`src/rtl/bin2bcd_seq_if.sv`:
```
// bin2bcd_seq_if: start/ready/valid handshake and result bus of the
// sequential binary-to-BCD converter.
//   start, binary          : request and operand (master -> slave)
//   ready                  : converter idle, start will be accepted
//   valid                  : one-cycle result strobe
//   bcd, blank, overflow   : held result, leading-zero mask, saturation flag
interface bin2bcd_seq_if #(
    parameter int BIN_W  = 8,
    parameter int DIGITS = 3
);
    logic                  start;
    logic [BIN_W-1:0]      binary;
    logic                  ready;
    logic                  valid;
    logic [4*DIGITS-1:0]   bcd;
    logic [DIGITS-1:0]     blank;
    logic                  overflow;

    modport master (
        output start, binary,
        input  ready, valid, bcd, blank, overflow
    );

    modport slave (
        input  start, binary,
        output ready, valid, bcd, blank, overflow
    );
endinterface

```
`src/rtl/bin2bcd_seq.sv`:
```
// bin2bcd_seq: sequential double-dabble binary-to-BCD converter, one input
// bit per clock. Results saturate to all nines when the value does not fit
// in DIGITS, and a leading-zero mask is produced for display blanking.
//   clk   : rising-edge clock
//   rst_n : asynchronous active-low reset
//   bus   : slave side of bin2bcd_seq_if (start/binary in; ready, valid,
//           bcd, blank, overflow out; all outputs come straight from flops)
module bin2bcd_seq #(
    parameter int BIN_W  = 8,
    parameter int DIGITS = 3
) (
    input  logic          clk,
    input  logic          rst_n,
    bin2bcd_seq_if.slave  bus
);
    localparam int BCD_W  = 4 * DIGITS;
    localparam int WORK_W = BCD_W + BIN_W;
    localparam int CNT_W  = $clog2(BIN_W) + 1;

    typedef enum logic [0:0] {
        S_IDLE = 1'b0,
        S_CONV = 1'b1
    } state_t;

    // Add 3 to every BCD digit that is 5 or more, so the following shift
    // carries correctly into the next decimal digit.
    function automatic logic [BCD_W-1:0] add3_digits(input logic [BCD_W-1:0] d);
        logic [BCD_W-1:0] r;
        r = d;
        for (int i = 0; i < DIGITS; i++) begin
            if (d[4*i +: 4] >= 4'd5) begin
                r[4*i +: 4] = d[4*i +: 4] + 4'd3;
            end else begin
                r[4*i +: 4] = d[4*i +: 4];
            end
        end
        return r;
    endfunction

    // Bit d (d >= 1) set when digit d and every digit above it are zero.
    // Digit 0 is never blanked so a zero value still shows "0".
    function automatic logic [DIGITS-1:0] blank_mask(input logic [BCD_W-1:0] d);
        logic [DIGITS-1:0] m;
        logic              z;
        m = {DIGITS{1'b0}};
        z = 1'b1;
        for (int i = DIGITS - 1; i >= 1; i--) begin
            z    = z & (d[4*i +: 4] == 4'd0);
            m[i] = z;
        end
        return m;
    endfunction

    localparam logic [DIGITS-1:0] BLANK_RST = blank_mask({BCD_W{1'b0}});
    localparam logic [BCD_W-1:0]  BCD_SAT   = {DIGITS{4'h9}};

    state_t              state_q, state_d;
    logic [WORK_W-1:0]   work_q, work_d;
    logic [CNT_W-1:0]    cnt_q, cnt_d;
    logic                sticky_q, sticky_d;
    logic                valid_q, valid_d;
    logic [BCD_W-1:0]    bcd_q, bcd_d;
    logic [DIGITS-1:0]   blank_q, blank_d;
    logic                ovf_q, ovf_d;

    logic [WORK_W-1:0]   adj_s;
    logic [WORK_W-1:0]   shift_s;
    logic                sticky_s;
    logic [BCD_W-1:0]    final_s;

    // One double-dabble iteration on the working register, plus the
    // saturated result it would produce if this were the last iteration.
    always_comb begin
        adj_s    = {add3_digits(work_q[WORK_W-1 -: BCD_W]), work_q[BIN_W-1:0]};
        shift_s  = {adj_s[WORK_W-2:0], 1'b0};
        // Anything pushed out of the top digit means the value did not fit.
        sticky_s = sticky_q | adj_s[WORK_W-1];
        if (sticky_s) begin
            final_s = BCD_SAT;
        end else begin
            final_s = shift_s[WORK_W-1 -: BCD_W];
        end
    end

    // Next-state and datapath control for the IDLE/CONV sequencer.
    always_comb begin
        state_d  = state_q;
        work_d   = work_q;
        cnt_d    = cnt_q;
        sticky_d = sticky_q;
        valid_d  = 1'b0;
        bcd_d    = bcd_q;
        blank_d  = blank_q;
        ovf_d    = ovf_q;
        case (state_q)
            S_IDLE: begin
                if (bus.start) begin
                    work_d   = {{BCD_W{1'b0}}, bus.binary};
                    cnt_d    = {CNT_W{1'b0}};
                    sticky_d = 1'b0;
                    state_d  = S_CONV;
                end else begin
                    state_d  = S_IDLE;
                end
            end
            S_CONV: begin
                work_d   = shift_s;
                cnt_d    = cnt_q + CNT_W'(1);
                sticky_d = sticky_s;
                if (cnt_q == CNT_W'(BIN_W - 1)) begin
                    bcd_d   = final_s;
                    blank_d = blank_mask(final_s);
                    ovf_d   = sticky_s;
                    valid_d = 1'b1;
                    state_d = S_IDLE;
                end else begin
                    state_d = S_CONV;
                end
            end
            default: begin
                state_d = S_IDLE;
            end
        endcase
    end

    // State and result registers.
    always_ff @(posedge clk or negedge rst_n) begin
        if (!rst_n) begin
            state_q  <= S_IDLE;
            work_q   <= {WORK_W{1'b0}};
            cnt_q    <= {CNT_W{1'b0}};
            sticky_q <= 1'b0;
            valid_q  <= 1'b0;
            bcd_q    <= {BCD_W{1'b0}};
            blank_q  <= BLANK_RST;
            ovf_q    <= 1'b0;
        end else begin
            state_q  <= state_d;
            work_q   <= work_d;
            cnt_q    <= cnt_d;
            sticky_q <= sticky_d;
            valid_q  <= valid_d;
            bcd_q    <= bcd_d;
            blank_q  <= blank_d;
            ovf_q    <= ovf_d;
        end
    end

    assign bus.ready    = (state_q == S_IDLE);
    assign bus.valid    = valid_q;
    assign bus.bcd      = bcd_q;
    assign bus.blank    = blank_q;
    assign bus.overflow = ovf_q;

endmodule
```
`src/flat_wrapper.sv`:
```
// flat-port wrapper written by rule: the top's interface ports become plain ports
module bin2bcd_seq_flat 
#(
    parameter int BIN_W  = 8,
    parameter int DIGITS = 3
)
  (clk, rst_n, bus_start, bus_binary, bus_ready, bus_valid, bus_bcd, bus_blank, bus_overflow);
  bin2bcd_seq_if #(.BIN_W(BIN_W), .DIGITS(DIGITS)) bus_i ();
  input  logic clk;
  input  logic rst_n;
  input wire logic [$bits(bus_i.start)-1:0] bus_start;
  input wire logic [$bits(bus_i.binary)-1:0] bus_binary;
  output wire logic [$bits(bus_i.ready)-1:0] bus_ready;
  output wire logic [$bits(bus_i.valid)-1:0] bus_valid;
  output wire logic [$bits(bus_i.bcd)-1:0] bus_bcd;
  output wire logic [$bits(bus_i.blank)-1:0] bus_blank;
  output wire logic [$bits(bus_i.overflow)-1:0] bus_overflow;
  assign bus_i.start = bus_start;
  assign bus_i.binary = bus_binary;
  assign bus_ready = bus_i.ready;
  assign bus_valid = bus_i.valid;
  assign bus_bcd = bus_i.bcd;
  assign bus_blank = bus_i.blank;
  assign bus_overflow = bus_i.overflow;
  bin2bcd_seq #(.BIN_W(BIN_W), .DIGITS(DIGITS)) u_core (.clk(clk), .rst_n(rst_n), .bus(bus_i));
endmodule
```
`config.mk`:
```
export PLATFORM = sky130hd
export DESIGN_NAME = bin2bcd_seq_flat
export DESIGN_NICKNAME = d
export VERILOG_FILES = /design/src/rtl/bin2bcd_seq_if.sv /design/src/rtl/bin2bcd_seq.sv /design/src/flat_wrapper.sv
export SDC_FILE = /design/constraint.sdc
export NUM_CORES = 1
export LEC_CHECK = 0
export CORE_MARGIN = 10
export CORE_UTILIZATION = 51
export DETAILED_ROUTE_END_ITERATION = 16
export PLACE_DENSITY = 0.77
export SYNTH_ARGS = -nofsm -noshare
export SYNTH_HDL_FRONTEND = slang
export SYNTH_SLANG_ARGS = --single-unit
```
`constraint.sdc`:
```
create_clock -name clk -period 3.7 [get_ports clk]
set_clock_uncertainty 0.2 [all_clocks]
set_input_delay 0.74 -clock clk [delete_from_list [all_inputs] [get_ports clk]]
set_output_delay 0.74 -clock clk [all_outputs]
set_load 0.02 [all_outputs]
```
; ---- Yosys cells after proc, flatten, opt, wreduce, memory -nomap -nowiden
; Index checks and enable logic that the tools add are counted.
[totals]
reg_bits = 42
input_bits = 11
output_inout_bits = 18
word_cells = 38
[op_classes]
add_sub_neg = 4
order_cmp = 3
n_eq_ne = 2
mux = 15
n_bitwise = 3
reduce_logical = 3
[op_table]
columns = cell, n
row1 = 20-bit case mux with 2 select lines, 1
row2 = 20-bit two-way mux, 1
row3 = 4-bit two-way mux, 4
row4 = 4-bit by 2-bit adder with 4-bit output (second input constant), 3
row5 = 4-bit by 3-bit greater-or-equal comparator with 1-bit output (second input constant), 3
row6 = 12-bit two-way mux, 1
row7 = 4-bit zero test, 2
row8 = 4-bit case mux with 2 select lines, 1
row9 = 1-bit two-way mux, 5
row10 = 4-bit by 1-bit adder with 4-bit output (second input constant), 1
row11 = 4-bit by 3-bit == test with 1-bit output (second input constant), 1
row12 = 1-bit case mux with 2 select lines, 2
row13 = 2-bit != test (second input constant), 1
row14 = 2-bit AND reduction, 1
row15 = 1-bit AND, 1
row16 = 1-bit inverter, 1
row17 = 1-bit bitwise OR, 1

; ---- Longest topological paths before layout
[depth]
word_depth = 6
depth_mapped = 7
depth_no_buf = 7

; ---- Least setup slack after synthesis
; No wires, ideal clock.
[synth_path]
kind = flip-flop to flip-flop
startpoint = register u_core.work_q[16]
endpoint = register u_core.blank_q[1] (netlist: u_core.bus.blank[1])
setup_time_ps = 61
t_arrival_ps = 1854
required_ps = 3439
slack_ps = 1584
stages_incl_launch_ff = 8
path_buffers = 0
synth_period_minus_slack_ps = 2116
cell_sequence = dfrtp_1 > inv_1 > ha_1 > nand2b_1 > a21oi_1 > nand3_4 > a2111oi_4 > a32o_2
[synth_between]
elab_chain_cells = 6
word_cells_on_any_way = 8
cone_classes = add/sub (1) / order compare (1) / mux (2) / bitwise (2) / reduce/logical (2)
[synth_lines]
columns = element, line_no
row1 = start: declaration, bin2bcd_seq.sv:58  ; logic [WORK_W-1:0] work_q, work_d;
row2 = start signal: assignment, bin2bcd_seq.sv:130  ; work_q <= {WORK_W{1'b0}};
row3 = start signal: assignment, bin2bcd_seq.sv:139  ; work_q <= work_d;
row4 = 4-bit by 2-bit adder with 4-bit output or 4-bit by 3-bit greater-or-equal comparator with 1-bit output (tied branches), "bin2bcd_seq.sv:32, bin2bcd_seq.sv:31"
row5 = 4-bit two-way mux (*), bin2bcd_seq.sv:31  ; if (d[4*i +: 4] >= 4'd5) begin
row6 = 1-bit bitwise OR, bin2bcd_seq.sv:77  ; sticky_s = sticky_q | adj_s[WORK_W-1];
row7 = 12-bit two-way mux (*), bin2bcd_seq.sv:78  ; if (sticky_s) begin
row8 = 4-bit zero test, bin2bcd_seq.sv:48  ; z = z & (d[4*i +: 4] == 4'd0);
row9 = 1-bit AND (*), bin2bcd_seq.sv:48
row10 = end signal: assignment, bin2bcd_seq.sv:144  ; blank_q <= blank_d;
row11 = end: declaration, bin2bcd_seq.sv:63  ; logic [DIGITS-1:0] blank_q, blank_d;
; Every way passes the cells marked *; elsewhere a longest branch is shown, timed or not.
; A chain may end at the register's enable or synchronous reset.

; ---- Final worst setup path
[layout_path]
startpoint = register u_core.state_q
endpoint = output bus_ready
[layout_between]
elab_chain_cells = 1
[layout_lines]
columns = element, line_no
row1 = start: declaration, bin2bcd_seq.sv:57  ; state_t state_q, state_d;
row2 = start signal: assignment, bin2bcd_seq.sv:138  ; state_q <= state_d;
row3 = 1-bit inverter, bin2bcd_seq.sv:149  ; assign bus.ready = (state_q == S_IDLE);
row4 = end: declaration, flat_wrapper.sv:13  ; output wire logic [$bits(bus_i.ready)-1:0] bus_ready;
; Every way passes these cells.

==> summary.txt <==
Synthesis
  • Yosys top cell by area: dfrtp_1
  • Synth Register Bits: 42
  • Mean Syn Cell Area: 10.03 um^2
  • Most used DFF post-synth: dfrtp_1
  • Syn Inst Count: 202
  • Yosys Warn Count: 0
  • Most frequent cell after synthesis: dfrtp_1
  • Top cells by count, synth: 40 x dfrtp_1, 38 x nand2_1, 25 x o21ai_0, 11 x mux2i_1, 10 x nor2_1
  • Main area contributors after synthesis: dfrtp_1 49%, nand2_1 7.0%, o21ai_0 6.2%
  • Async set-or-reset flop fraction in the synthesized netlist: 1.000
  • Syn Nets: 220
  • Synth unique cells: 33
  • Part of the Yosys area used for sequential elements: 0.5198
  • Post-synth EDFFs: 0
  • Yosys top cell area share: 0.4938
  • Cell Area, Synth: 2027 um^2

Global routing
  • GRT Overall Usage: 0.1224
  • Met2 usage in global routing: 0.2102
  • GR Layer Usage met3: 0.03613
  • Initial antenna violation count: 0
  • Vias in the first global route: 1531
  • Most Crowded Layer GR: met2
  • Grt ovf: 0
  • Largest net degree at the start of global routing: 43
  • Grt met1 use: 0.1424
  • First-pass GRT wire length: 7176 um

Worst setup path
  • Startpoint types: register
  • CP Capture Type: primary output
  • Critical path's slowest cell: clkdlybuf4s50_1
  • Worst Path Buf+Inv: 3
  • Critical path class: reg -> out
  • CP Cell Sequence: buf_4 -> inv_1 -> clkdlybuf4s50_1
  • Max Fanout on Critical Path: 38
  • Max incr delay on CP: 0.68 ns
  • Worst path required time: 2.76 ns
  • Largest delay share family, worst path: buffers and inverters
  • Critical Path AT: 1.90 ns

Layout
  • Ratio of cells with drive above 1 in the final layout: 0.09524
  • Ant diodes: 0
  • Layout area overhead: 20.74%
  • Cell area after layout: 2447 um^2
  • Area of the multi-input gates: 898.4 um^2
  • Fin nets: 248
  • Fill count: 322
  • Storage cell area: 1054 um^2

CTS
  • Clock root cell: clkbuf_8
  • Clock sink count: 42
  • Post_cts resized: 0
  • Max Root-Sink Buffers: 2
  • CTS H-tree depth: 2
  • CTS Buf Count: 5
  • Postcts setup bufs: 0
  • Clk pin slew, worst setup/hold paths: 0.08 ns
  • CTS Hold Bufs: 0
  • Worst-Skew Late Latency: 0.29 ns
  • TritonCTS clock tree: yes

Timing
  • Setup TNS: 0 ns
  • RSZ-0062 raised after global routing: false
  • Crit path time final: 2.841 ns
  • Final Hold Fails: 0
  • Rel. slew slack: 0.3928
  • Final critical-path share of the clock period: 0.7679
  • Final worst slack: 0.8590 ns
  • Slew @ Worst Pin: 0.9108 ns
  • Final setup viols: 0
  • Pins Over Slew Limit: 0
  • Max Clk Rate: 352.0 MHz

Die
  • Std-Cell Rows: 22
  • Core area: 3744 um^2
  • I/O pins: 29
  • Starting Density: 0.5414
  • Die X-Extent: 83.04 um
  • Die height: 83.04 um
  • Full die area: 6896 um^2

Power
  • Power per cell area: 884.1 nW/um^2
  • Maximum VDD drop: 0.3660 mV
  • Power consumption: 2.164 mW
  • Pleak: 1.098 nW

Route
  • Vias: 1519
  • Vias per cell: 5.444
  • Initial DRC Count: 83
  • Routed WL per cell: 15.43 um
  • Remaining antenna violation count: 0
  • DR pass1 iterations: 4
  • DRC Markers: 0
  • Total wire length: 4305 um

Hold path
  • HP Class: reg -> reg

Place
  • PortBufs: 27
  • Dpl ws: 1.175 ns
  • GP Congestion: 0.7719
  • Detail Placement HPWL: 2999 um
  • Placed cell areas: 2337 um^2

Status
  • Outcome: completed

Job
  • Max_cap viols: 0
-- cells in the final DEF, fill, tap and decap left out, types with 2 or more instances in the layout --
| cell | Yosys | routed |
|---|---|---|
| nand2b_1 | 4 | 4 |
| nand2_1 | 38 | 38 |
| inv_1 | 9 | 9 |
| a21oi_1 | 6 | 6 |
| nand3_1 | 3 | 3 |
| xnor2_1 | 3 | 3 |
| nor2_1 | 10 | 10 |
| o22ai_1 | 2 | 2 |
| clkdlybuf4s50_1 | 0 | 26 |
| a22o_1 | 7 | 7 |
| ha_1 | 7 | 7 |
| nor3b_1 | 4 | 4 |
| dfrtp_1 | 40 | 40 |
| o21ai_0 | 25 | 25 |
| nor3_1 | 2 | 2 |
| buf_4 | 1 | 3 |
| dfstp_2 | 2 | 2 |
| o31ai_1 | 6 | 6 |
| mux2i_1 | 11 | 11 |
| clkbuf_8 | 0 | 8 |
-- metrics by stage --
step                      instances  hold slack [ns]    util
after global placement          271           0.2539  0.6243
after detailed placement        271           0.2558  0.6243
final                           279           0.2694  0.6537
after global routing            279           0.2973  0.6537
after CTS                       279           0.2741  0.6537
after floorplan                 202           0.2444       -
-- routing by layer --
| layer | up-vias | share of wire |
|---|---|---|
| met5 | - | 0 |
| met4 | 0 | 0.0084 |
| met3 | 5 | 0.042 |
| met2 | 26 | 0.49 |
| met1 | 735 | 0.46 |
| li1 | 753 | - |
-- logic make-up (layout without fill, tap and decap cells) --
group	Yosys count	in the layout	share of synthesized area
AO/OA/AOI/OAI	54	54	0.1815
XOR/XNOR	4	4	0.01729
adder cells (fa/ha/maj)	7	7	0.04321
buffers and inverters	19	48	0.03704
flip-flops	42	42	0.5198
multiplexers	11	11	0.05432
other	1	1	0.001850
AND/OR/NAND/NOR	64	64	0.1451
-- final timing paths --
check	startpoint	cells after the start	endpoint	slack (ns)
setup / recovery	u_core.state_q$_DFF_PN0_	3	bus_ready	0.86
hold / removal	u_core.bus.bcd[4]$_DFFE_PN0P_	2	u_core.bus.bcd[4]$_DFFE_PN0P_	0.27
setup reg to reg	u_core.work_q[16]$_DFFE_PN0P_	7	u_core.bus.bcd[6]$_DFFE_PN0P_	1.21
hold reg to reg	u_core.bus.bcd[4]$_DFFE_PN0P_	2	u_core.bus.bcd[4]$_DFFE_PN0P_	0.27
max in group asynchronous	rst_n	1	u_core.work_q[4]$_DFFE_PN0P_	2.35
min in group asynchronous	rst_n	1	u_core.cnt_q[2]$_DFFE_PN0P_	0.38
-- final cells by class --
cell class	instances	share of cell area
Inverter	10	0.01534
Tap cell	48	0.02454
Multi-Input combinational cell	141	0.3671
Clock buffer	8	0.04499
Sequential cell	42	0.4305
Timing Repair Buffer	30	0.1176
-- where the power goes --
part | internal, mW | switching [mW]
Combinational | 0.448 | 0.586
Sequential | 0.652 | 0.141
Clock | 0.188 | 0.149
-- registers in the layout, summed over array words and instances, names as in the netlist --
name                 cells
u_core.work_q           20
u_core.bus.bcd          12
u_core.cnt_q             4
u_core.bus.blank         2
u_core.bus.overflow      1
u_core.bus.valid         1
u_core.state_q           1
u_core.sticky_q          1
-- tightest hold or removal path, stage by stage, from the launching register on --
cell and delay [ns]:
dfrtp_1 0.35, nand2_1 0.05, nand2_1 0.04
Note: power is estimated with default switching activity, not from simulation.
